### config.mk
export PLATFORM = sky130hd
export DESIGN_NAME = game_flow_ctrl
export DESIGN_NICKNAME = d
export VERILOG_FILES = /design/src/rtl/game_pkg.sv /design/src/rtl/game_flow_ctrl_btn_edge.sv /design/src/rtl/game_flow_ctrl.sv
export SDC_FILE = /design/constraint.sdc
export NUM_CORES = 1
export LEC_CHECK = 0
export BUFFER_PORTS_ARGS = -buffer_cell sky130_fd_sc_hd__buf_2
export CAP_MARGIN = 20
export CORE_MARGIN = 8
export CORE_UTILIZATION = 44
export DETAILED_ROUTE_END_ITERATION = 10
export GPL_TIMING_DRIVEN = 0
export HOLD_SLACK_MARGIN = 0.08
export PLACE_DENSITY_LB_ADDON = 0.08
export SLEW_MARGIN = 0
export SYNTH_ARGS = -nofsm -noshare
export SYNTH_HDL_FRONTEND = slang
export SYNTH_SLANG_ARGS = --single-unit
### constraint.sdc
create_clock -name FL_clk -period 4.1 [get_ports FL_clk]
set_clock_uncertainty 0.15 [all_clocks]
set_input_delay 0 -clock FL_clk [delete_from_list [all_inputs] [get_ports FL_clk]]
set_output_delay 0 -clock FL_clk [all_outputs]
set_load 0.02 [all_outputs]
### src/rtl/game_pkg.sv
// Shared game constants: one-hot game states and default widths.
// Imported by the sequencer and the pipe, bird and render blocks.
package game_pkg;

  localparam int GAME_STATE_W = 4;
  localparam int DEF_SCORE_W  = 32;

  typedef enum logic [GAME_STATE_W-1:0] {
    START_SCREEN = 4'b0001,
    IN_GAME      = 4'b0010,
    PAUSE        = 4'b0100,
    END_SCREEN   = 4'b1000
  } game_state_t;

endpackage

### src/rtl/game_flow_ctrl_btn_edge.sv
// Rising-edge detector for a button level already synchronous to FL_clk.
// A held button yields a single one-frame event.
module btn_edge (
  input  logic FL_clk,
  input  logic rst,
  input  logic btn,
  output logic evt
);

  logic btn_q;

  always_ff @(posedge FL_clk or posedge rst) begin
    if (rst) btn_q <= 1'b0;
    else     btn_q <= btn;
  end

  assign evt = btn & ~btn_q;

endmodule

### src/rtl/game_flow_ctrl.sv
// Frame-rate game sequencer driving the one-hot game_state bus.
// Define AUTO_RESTART_EN to leave END_SCREEN without a flap once the hold expires.
module game_flow_ctrl
  import game_pkg::*;
#(
  parameter int END_HOLD_FRAMES = 120,
  parameter int SCORE_W         = DEF_SCORE_W
) (
  input  logic                    FL_clk,
  input  logic                    rst,
  input  logic                    flap_btn,
  input  logic                    pause_btn,
  input  logic                    collision,
  input  logic [SCORE_W-1:0]      score_count,
  output logic [GAME_STATE_W-1:0] game_state,
  output logic                    flap_pulse,
  output logic [SCORE_W-1:0]      high_score,
  output logic                    new_high
);

  localparam int HOLD_W = (END_HOLD_FRAMES < 1) ? 1
                        : $clog2(END_HOLD_FRAMES + 1);

  game_state_t        state_q, state_d;
  logic               pulse_q, pulse_d;
  logic [SCORE_W-1:0] high_q, high_d;
  logic               nh_q, nh_d;
  logic [HOLD_W-1:0]  hold_q, hold_d;
  logic               flap_evt, pause_evt;
  logic               hold_done;

  btn_edge u_flap_edge (
    .FL_clk (FL_clk),
    .rst    (rst),
    .btn    (flap_btn),
    .evt    (flap_evt)
  );

  btn_edge u_pause_edge (
    .FL_clk (FL_clk),
    .rst    (rst),
    .btn    (pause_btn),
    .evt    (pause_evt)
  );

  assign hold_done = (hold_q == '0);

  always_ff @(posedge FL_clk or posedge rst) begin
    if (rst) begin
      state_q <= START_SCREEN;
      pulse_q <= 1'b0;
      high_q  <= '0;
      nh_q    <= 1'b0;
      hold_q  <= '0;
    end else begin
      state_q <= state_d;
      pulse_q <= pulse_d;
      high_q  <= high_d;
      nh_q    <= nh_d;
      hold_q  <= hold_d;
    end
  end

  always_comb begin
    state_d = state_q;
    pulse_d = 1'b0;
    high_d  = high_q;
    nh_d    = nh_q;
    hold_d  = hold_q;
    case (state_q)
      START_SCREEN: begin
        if (flap_evt) begin
          state_d = IN_GAME;
          pulse_d = 1'b1;
        end
      end
      IN_GAME: begin
        if (collision) begin
          state_d = END_SCREEN;
          hold_d  = HOLD_W'(END_HOLD_FRAMES);
          nh_d    = (score_count > high_q);
          if (score_count > high_q) high_d = score_count;
        end else if (pause_evt) begin
          state_d = PAUSE;
        end else if (flap_evt) begin
          pulse_d = 1'b1;
        end
      end
      PAUSE: begin
        if (pause_evt) state_d = IN_GAME;
      end
      END_SCREEN: begin
        if (!hold_done) hold_d = hold_q - HOLD_W'(1);
`ifdef AUTO_RESTART_EN
        if (hold_done) begin
`else
        if (hold_done && flap_evt) begin
`endif
          state_d = START_SCREEN;
          nh_d    = 1'b0;
        end
      end
      // Corrupted encodings fall back to the title screen.
      default: begin
        state_d = START_SCREEN;
        nh_d    = 1'b0;
      end
    endcase
  end

  assign game_state = state_q;
  assign flap_pulse = pulse_q;
  assign high_score = high_q;
  assign new_high   = nh_q;

endmodule

==> impl_metrics.sql <==
INSERT INTO impl_metrics (metric_group, metric, value, unit) VALUES
('clock_network', 'clockBufferDepth', '2', ''),
('run_status', 'outcome', 'complete, no violations', ''),
('sta', 'finalHoldViolations', '0', ''),
('clock_network', 'clk_lat_worst_skew', '310', 'ps'),
('worst_setup_path', 'timing.critical_path.cells', 'inv_1 > ha_1 > nand4_1 > or2_1 > nor3_1 > nor2_1 > a31oi_4 > buf_6 > mux2_4', ''),
('routing', 'detail-route-antenna-nets', '0', ''),
('power_and_ir_drop', 'power_density', '649.5', 'nW/um^2'),
('placement', 'dp.final_hpwl', '4898', 'um'),
('worst_setup_path', 'worst_setup_path_startpoint', 'high_score[14]', ''),
('routing', 'post-route-drc-count', '0', ''),
('global_routing', 'grt_max_degree', '38', ''),
('sta', 'max_clock_freq', '356.4', 'MHz'),
('logic_synthesis', 'netlist_cell_types', '39', ''),
('placement', 'io_buffers', '74', ''),
('layout', 'finish.net_count', '454', ''),
('worst_setup_path', 'worstSetupStartpointType', 'flop', ''),
('routing', 'viasPerCell', '4.980', ''),
('routing', 'detailedRoute.firstIterationViolations', '65', ''),
('logic_synthesis', 'syn-cell-area', '2919', 'um^2'),
('worst_setup_path', 'critPathArrivalTime', '2850', 'ps'),
('worst_setup_path', 'critical_path_required', '4140', 'ps'),
('power_and_ir_drop', 'cell_internal_pwr', '0.001483', 'W'),
('placement', 'post-place-ws', '1296', 'ps'),
('logic_synthesis', 'synth_area_per_cell', '11.06', 'um^2'),
('sta', 'number_of_setup_violations_in_the_final_report', '0', ''),
('logic_synthesis', 'dominantRegCellSynth', 'sky130_fd_sc_hd__dfrtp_1', ''),
('logic_synthesis', 'synth_cells', '264', ''),
('worst_setup_path', 'reg2reg_from', 'high_score[14]', ''),
('sta', 'fin_setup_tns', '0', 'ps'),
('worst_hold_path', 'hp_start', 'flap_btn', ''),
('power_and_ir_drop', 'max_ir_drop_vdd', '0.4004', 'mV'),
('global_routing', 'grt_first_pass_wirelength', '11240', 'um'),
('sta', 'worst_hold_slack', '205.7', 'ps'),
('global_routing', 'globalRouteOverflowTotal', '0', ''),
('layout', 'layout-drive-gt1-share', '0.3333', ''),
('clock_network', 'cts_buffers', '5', ''),
('layout', 'insertedDiodeCount', '0', ''),
('worst_setup_path', 'critical_path.max_fanout', '10', ''),
('sta', 'post-route-period-util', '0.6844', ''),
('floorplan', 'ioPinCount', '75', ''),
('routing', 'drt_first_pass_iters', '4', ''),
('power_and_ir_drop', 'switching_share', '0.4133', ''),
('worst_setup_path', 'r2r_end', 'high_score[2]', ''),
('sta', 'final_max_slew_viol_count', '0', ''),
('clock_network', 'clk_pin_slew', '100', 'ps'),
('clock_network', 'cts_resized', '0', ''),
('placement', 'place_inst', '416', ''),
('floorplan', 'die_footprint', '9497', 'um^2'),
('logic_synthesis', 'ys_seq_area_frac', '0.4033', ''),
('clock_network', 'cts_tree', 'done', ''),
('floorplan', 'core.rowCount', '29', ''),
('floorplan', 'initial_utilization', '0.4571', ''),
('worst_setup_path', 'worstSetupEndpointType', 'flop', ''),
('worst_hold_path', 'holdPathStages', '2', ''),
('layout', 'multi_input_area', '1546', 'um^2'),
('worst_setup_path', 'setup.worst_path.class', 'flop to flop', ''),
('worst_hold_path', 'end_of_the_worst_hold_path', 'u_flap_edge.btn_q', ''),
('clock_network', 'cts_num_sinks', '47', ''),
('logic_synthesis', 'synth_nets', '335', ''),
('flow_run', 'timing.max_cap.violations', '0', ''),
('layout', 'area_growth', '33.35', '%'),
('floorplan', 'die_height', '97.45', 'um'),
('sta', 'setup_slack', '1294', 'ps'),
('sta', 'slew-limit-headroom', '0.4194', ''),
('worst_hold_path', 'timing.hold.worst.class', 'primary input to flop', ''),
('logic_synthesis', 'async_flop_share', '1.000', ''),
('sta', 'worstMarginPinSlew', '865.7', 'ps'),
('routing', 'drt_wl_total', '6587', 'um'),
('power_and_ir_drop', 'p_leak', '2.030', 'nW'),
('routing', 'route.vias.total', '2296', ''),
('placement', 'gp_routability_congestion', '0.7761', '');
==> critical path: cells and delay by family, from the launching register on <==
family	cells	cell delay, ps
AOI/OAI and AO/OA	1	330
adders and majority gates	1	280
buffers and inverters	2	290
DFF	1	390
muxes	1	320
and+or+nand+nor	4	930
==> registers in the layout, indices dropped and copies added (netlist names) <==
register            cells
flap_pulse              1
high_score             32
u_flap_edge.btn_q       1
hold_q                  7
u_pause_edge.btn_q      1
new_high                1
game_state              4
==> cells in the final DEF (no fill, tap or decap), types with 2 or more instances in the layout <==
master	instances
sky130_fd_sc_hd__nor3_1	5
sky130_fd_sc_hd__dlygate4sd3_1	37
sky130_fd_sc_hd__a21oi_1	15
sky130_fd_sc_hd__clkbuf_8	5
sky130_fd_sc_hd__nand3b_1	2
sky130_fd_sc_hd__buf_2	74
sky130_fd_sc_hd__nand2_1	15
sky130_fd_sc_hd__xor2_1	5
sky130_fd_sc_hd__nand3_1	7
sky130_fd_sc_hd__mux2_4	29
sky130_fd_sc_hd__buf_6	4
sky130_fd_sc_hd__o21ai_0	10
sky130_fd_sc_hd__a21o_1	2
sky130_fd_sc_hd__ha_1	34
sky130_fd_sc_hd__nand4_1	11
sky130_fd_sc_hd__a211oi_1	2
sky130_fd_sc_hd__inv_1	38
sky130_fd_sc_hd__mux2_2	3
sky130_fd_sc_hd__nand2b_1	6
sky130_fd_sc_hd__nor2_1	8
sky130_fd_sc_hd__dfrtp_1	46
==> cell usage after synthesis, types with 2 or more instances <==
library cell	n	area (um^2)
sky130_fd_sc_hd__a21o_1	2	15.01
sky130_fd_sc_hd__buf_6	4	45.04
sky130_fd_sc_hd__ha_1	34	425.4
sky130_fd_sc_hd__a21oi_1	15	75.07
sky130_fd_sc_hd__xor2_1	5	43.79
sky130_fd_sc_hd__o21ai_0	10	50.05
sky130_fd_sc_hd__dfrtp_1	46	1151
sky130_fd_sc_hd__a211oi_1	2	15.01
sky130_fd_sc_hd__nand2_1	15	56.30
sky130_fd_sc_hd__nor2_1	8	30.03
sky130_fd_sc_hd__nand3_1	7	35.03
sky130_fd_sc_hd__nand2b_1	6	37.54
sky130_fd_sc_hd__inv_1	39	146.4
sky130_fd_sc_hd__nor3_1	5	25.02
sky130_fd_sc_hd__mux2_2	3	33.78
sky130_fd_sc_hd__nand4_1	11	68.82
sky130_fd_sc_hd__nand3b_1	2	15.01
sky130_fd_sc_hd__mux2_4	29	435.4
==> power by group through the flow <==
| stage | registers [W] | clock network, W | logic [W] |
|---|---|---|---|
| 2_1_floorplan | 0.00103 | 0 | 0.000752 |
| 3_3_place_gp | 0.000833 | 0 | 0.00130 |
| 3_5_place_dp | 0.000840 | 0 | 0.00132 |
| 4_1_cts | 0.000833 | 0.000371 | 0.00135 |
| 5_1_grt | 0.000865 | 0.000387 | 0.00149 |
| 6_report | 0.000834 | 0.000359 | 0.00134 |
==> stage by stage <==
step | util | power, W | area, um^2
after detailed placement | 0.5333 | 0.002158 | 3406
after global placement | 0.5302 | 0.002133 | 3386
final | 0.6095 | 0.002528 | 3892
after global routing | 0.6095 | 0.002739 | 3892
after CTS | 0.6095 | 0.002558 | 3892
after floorplan | - | 0.001781 | 2919
==> cell families (layout without fill, tap and decap cells) <==
| logic type | count (synthesis) | in the layout | synth area share |
|---|---|---|---|
| multiplexers | 32 | 32 | 0.1607 |
| flip-flops | 47 | 47 | 0.4033 |
| buffers and inverters | 44 | 164 | 0.06686 |
| adder cells (fa/ha/maj) | 34 | 34 | 0.1457 |
| AND/OR/NAND/NOR | 62 | 62 | 0.1157 |
| AO/OA/AOI/OAI | 39 | 39 | 0.08958 |
| XOR/XNOR | 6 | 6 | 0.01800 |
==> how the worst max path moves through the flow <==
stage / slack, ps / endpoint
floorplan: 1430 / high_score[0]
global route: 1150 / high_score[2]
global placement: 1330 / high_score[2]
finish: 1290 / high_score[2]
detailed placement: 1300 / high_score[24]
CTS: 1270 / high_score[30]
==> what timing repair did <==
action / 4_1_cts / 5_1_grt
setup endpoints to repair: 0 / 0
buffers inserted: 0 / 0
hold buffers: 37 / 0
hold endpoints to repair: 91 / 0
==> routing by layer <==
| metal | routed length [um] | track usage |
|---|---|---|
| met4 | 95 | 0.04545 |
| met5 | 0 | 0 |
| met2 | 3113 | 0.2287 |
| met3 | 330 | 0.04410 |
| met1 | 3046 | 0.1721 |
==> area by class of cell <==
cell class / count / share of cell area
plain buffers: 5 / 0.01254
clock buffers: 5 / 0.01768
clock inverters: 3 / 0.01221
inverters: 39 / 0.03761
multi-input cells: 173 / 0.3973
flip-flops and latches: 47 / 0.3025
well taps: 77 / 0.02475
repair buffers: 112 / 0.1954
Power figures use the tool's default switching activity.
